--- src/rtl/fb_bank_ctrl.sv ---
// fb_bank_ctrl: frame RAM bank decoder, tear-free swap FSM and CSRs; define SWAP_IRQ_EN for the swap-complete irq
module fb_bank_ctrl #(
  parameter int ADDR_W = 14,
  parameter int RAM_AW = 11
) (
  input  logic              axi_clk,
  input  logic              axi_rst,
  input  logic [ADDR_W-1:0] local_addr,
  input  logic [31:0]       local_wr_data,
  input  logic              local_wr,
  output logic [31:0]       local_rd_data,
  output logic              ram_we,
  output logic [RAM_AW:0]   ram_addr,
  output logic [23:0]       ram_wdata,
  input  logic [23:0]       ram_rdata,
  input  logic              disp_frame_done,
  output logic              disp_bank,
  output logic              disp_enable,
  output logic [7:0]        disp_brightness
`ifdef SWAP_IRQ_EN
  ,output logic             irq
`endif
);
  typedef enum logic {IDLE, PENDING} state_t;
  state_t state;
  logic front_bank;
  logic [15:0] frame_count;
  logic reg_sel, wr_ctrl, wr_swap, swap_done;
  logic [3:0] off;
  logic [31:0] irq_rd;
  logic unused_bits;
  assign reg_sel = local_addr[ADDR_W-1];
  assign off = local_addr[3:0];
  assign wr_ctrl = local_wr & reg_sel & (off == 4'h0);
  assign wr_swap = local_wr & reg_sel & (off == 4'h4);
  assign swap_done = (state == PENDING) & disp_frame_done;
  assign unused_bits = ^{local_addr[1:0], local_wr_data[31:24]};
  // CPU always addresses the back bank, i.e. the one the display is not scanning
  assign ram_addr = {~front_bank, local_addr[ADDR_W-2:2]};
  assign ram_we = local_wr & ~reg_sel;
  assign ram_wdata = local_wr_data[23:0];
  assign disp_bank = front_bank;
  always_comb begin
    local_rd_data = 32'h0;
    if (!reg_sel) local_rd_data = {8'h00, ram_rdata};
    else if (off == 4'h0) local_rd_data = {16'h0, disp_brightness, 7'h0, disp_enable};
    else if (off == 4'h8) local_rd_data = {frame_count, 14'h0, front_bank, state == PENDING};
    else if (off == 4'hC) local_rd_data = irq_rd;
  end
  always_ff @(posedge axi_clk) begin
    if (axi_rst) begin
      state <= IDLE;
      front_bank <= 1'b0;
      frame_count <= 16'h0;
      disp_enable <= 1'b0;
      disp_brightness <= 8'h00;
    end else begin
      frame_count <= frame_count + {15'h0, disp_frame_done};
      if (wr_ctrl) begin
        disp_enable <= local_wr_data[0];
        disp_brightness <= local_wr_data[15:8];
      end
      case (state)
        IDLE: if (wr_swap && local_wr_data[0]) state <= PENDING;
        PENDING: if (disp_frame_done) begin
          front_bank <= ~front_bank;
          state <= IDLE;
        end
        default: state <= IDLE;
      endcase
    end
  end
`ifdef SWAP_IRQ_EN
  logic irq_flag, irq_mask, wr_irq;
  assign wr_irq = local_wr & reg_sel & (off == 4'hC);
  assign irq = irq_flag & irq_mask;
  assign irq_rd = {30'h0, irq_mask, irq_flag};
  always_ff @(posedge axi_clk) begin
    if (axi_rst) begin
      irq_flag <= 1'b0;
      irq_mask <= 1'b0;
    end else begin
      irq_flag <= swap_done | (irq_flag & ~(wr_irq & local_wr_data[0]));
      if (wr_irq) irq_mask <= local_wr_data[1];
    end
  end
`else
  assign irq_rd = 32'h0;
`endif
endmodule

--- config.mk ---
export PLATFORM = sky130hd
export DESIGN_NAME = fb_bank_ctrl
export DESIGN_NICKNAME = d
export VERILOG_FILES = /design/src/rtl/fb_bank_ctrl.sv
export SDC_FILE = /design/constraint.sdc
export NUM_CORES = 1
export LEC_CHECK = 0
export CORE_ASPECT_RATIO = 1.5
export CORE_MARGIN = 2
export CORE_UTILIZATION = 40
export CTS_BUF_LIST = sky130_fd_sc_hd__clkbuf_16
export DETAILED_ROUTE_END_ITERATION = 7
export DONT_BUFFER_PORTS = 1
export PLACE_DENSITY = 0.52
export SLEW_MARGIN = 0
export SYNTH_ARGS = -nofsm -noshare
export SYNTH_HDL_FRONTEND = slang
export SYNTH_SLANG_ARGS = --single-unit
--- constraint.sdc ---
create_clock -name axi_clk -period 2.3 [get_ports axi_clk]
set_input_delay 0.345 -clock axi_clk [delete_from_list [all_inputs] [get_ports axi_clk]]
set_output_delay 0.345 -clock axi_clk [all_outputs]
set_load 0.02 [all_outputs]
==> impl_results.md <==
* Outcome: completed
* Vias per cell at 5.34
* R2R cell count at 5
* Skew final at 0.00199 ns
* Worst-Skew Late Latency at 0.26 ns
* R2r startpoint: frame_count[0]
* Initial Util at 0.416
* Drc violations at 0
* Die Span Y at 85.4 um
* R2R setup slack at 0.88 ns
* Final WL at 3610 um
* FILL cells at 465
* Total power at 944 uW
* Final nets at 265
* Number of global-route vias before repair at 1198
* I/O Buffers at 0
* Synth-to-layout area growth at -9.14%
* RD Place Congestion at 0.697
* Relative slew slack at 0.507
* Mean post-synth cell area at 7.68 sq um
* Async S/R FF share, synth at 0
* Synth warn at 0
* Main synth FF type: dfxtp_1
* IO Count at 153
* First-pass GRT wire length at 5690 um
* # diodes at 0
* Worst setup SP type: input port
* Pwr per Cell Area at 589 mW/mm^2
* Hold path cells at 1
* Final worst path period need at 1.74 ns
* Fin Hold WS at 0.146 ns
* Tightest Hold Check Type: input port to flip-flop
* Max incr delay on CP at 0.40 ns
* Share of cells above drive strength 1 at 0.0585
* Start point of the worst hold path: axi_rst
* Via count at 1250
* Die width at 58.2 um
* DR WL/cell at 15.4 um
* FMAX at 0.575 GHz
* Cell area after synthesis at 0.00177 sq mm
* Critical path's slowest cell: and3b_1
* EDFF count, synth at 0
* Num CTS Buffers at 3
* Synthesized Nets at 306
* Post-CTS Hold Buffers at 0
* Total clock sinks at 27
* Peak supply drop at 356 uV
* Worst setup path start: local_addr[1]
* Grt ovf at 0
* Synth area leaders: dfxtp_1, buf_4, xor2_1, mux2i_1, nor2_1
* Synth area leader: dfxtp_1
* Starting DRT DRC Count at 30
* Final Cycle Share at 0.757
* RSZ-0062 raised after global routing: false
* Number of antenna-violating nets in the routed design at 0
* Synth Instances at 230
* Pin count of the biggest net entering global routing at 30
* Yosys reg bits at 27
* CTS tree: done
* Leak at 0.644 nW
* Yosys cell types at 27
* Antenna violations before repair at 0
* Num rows at 29
* Seq/Total Area, Yosys at 0.306
* Core area at 0.00425 sq mm
* Crit-path cells: nor3_1, and3b_1, nand2_1, o21ai_0
* Post-DP HPWL at 2760 um
* Setup_tns at 0 ns
* Worst-Margin Slew at 0.732 ns
* PostCTS Resize Cnt at 0
* Longest Clk Path Bufs at 2
* Final Max Tran Viols at 0
* Reg clk slew, reported paths at 0.07 ns
* Aggregate global-route resource usage at 0.148
* Post-synth top area share at 0.306
* Critical Path RT at 1.96 ns
* Full die area at 0.00497 sq mm
* Htree depth at 1
* CP Max Fanout at 8
* Final-report setup violation count at 0
* Max cap viols at 0
* Final Hold Fails at 0
* Root buffer cell: clkbuf_16
* Pre-antenna DRT Iters at 4
* Crit end category: primary output
* Setup Buffers After CTS at 0
* Critical Path AT at 1.40 ns
* Setup CP Type: input port to primary output
[state kept, by name (all words and copies together), names as in the netlist]
register / count
frame_count: 16
state: 1
disp_bank: 1
disp_brightness: 8
disp_enable: 1
[cell type report]
type,count,area [sq um],share of cell area
repair buffers,2,15.0,0.00936
multi-input cells,136,837,0.522
well taps,46,57.6,0.0359
clock buffers,3,75.1,0.0468
clock inverters,1,7.51,0.00468
flip-flops and latches,27,541,0.337
inverters,19,71.3,0.0445
[worst paths after layout]
path	end
worst max-delay path	local_rd_data[13]
worst min-delay path	state
worst min register to register	frame_count[15]
worst max register to register	frame_count[13]
[report_power, final]
group | total (mW) | switching, mW | internal, mW | leakage, nW
Combinational | 0.0697 | 0.0491 | 0.0206 | 0.389
Clock | 0.396 | 0.159 | 0.236 | 0.0371
Sequential | 0.479 | 0.00656 | 0.472 | 0.218
Total | 0.944 | 0.215 | 0.729 | 0.644
[cell usage in the layout (no fill, tap or decap), drive strengths merged, types with 5 or more instances in the layout]
cell type / instances
xor2: 12
and2b: 5
nand2: 22
o21ai: 18
mux2i: 9
and4: 5
and2: 9
dfxtp: 27
inv: 19
nand4: 7
nor2: 25
[metal layers]
layer,part of all wire,track usage
met1,0.37,0.155
met4,0.016,0.0592
met2,0.54,0.278
met3,0.070,0.0274
met5,0,0
[Yosys cell counts (2+ instances only)]
master,count
buf_4,36
dfxtp_1,27
nor2_1,24
nand2_1,22
inv_1,19
o21ai_0,17
xor2_1,12
and2_1,9
mux2i_1,9
nand4_1,7
buf_2,6
clkbuf_1,6
and2b_1,5
and4_1,5
nand3_1,4
nor2b_1,4
xnor2_1,4
and3_1,3
ha_1,2
mux2_2,2
[metrics by stage]
stage           util  cells  setup WS [ns]  cell area [sq um]
3_3_place_gp   0.358    230          0.535               1520
3_5_place_dp   0.358    230          0.538               1520
2_1_floorplan      -    230          0.556               1770
5_1_grt        0.378    234          0.467               1600
4_1_cts        0.378    234          0.535               1600
6_report       0.378    234          0.560               1600
[critical path, delay by kind of cell]
kind	cells	cell delay, ns
AOI/OAI and AO/OA	1	0.29
and+or+nand+nor	3	0.75
[cell families (layout without fill, tap and decap cells)]
group           Yosys count  after routing  synth area share
mux                      11             11            0.0638
xor+xnor                 16             16            0.0794
fa+ha+maj                 2              2            0.0142
buf+inv                  67             25             0.223
compound gates           18             18            0.0510
flops                    27             27             0.306
simple gates             89             89             0.262
Note: power is estimated with default switching activity, not from simulation.
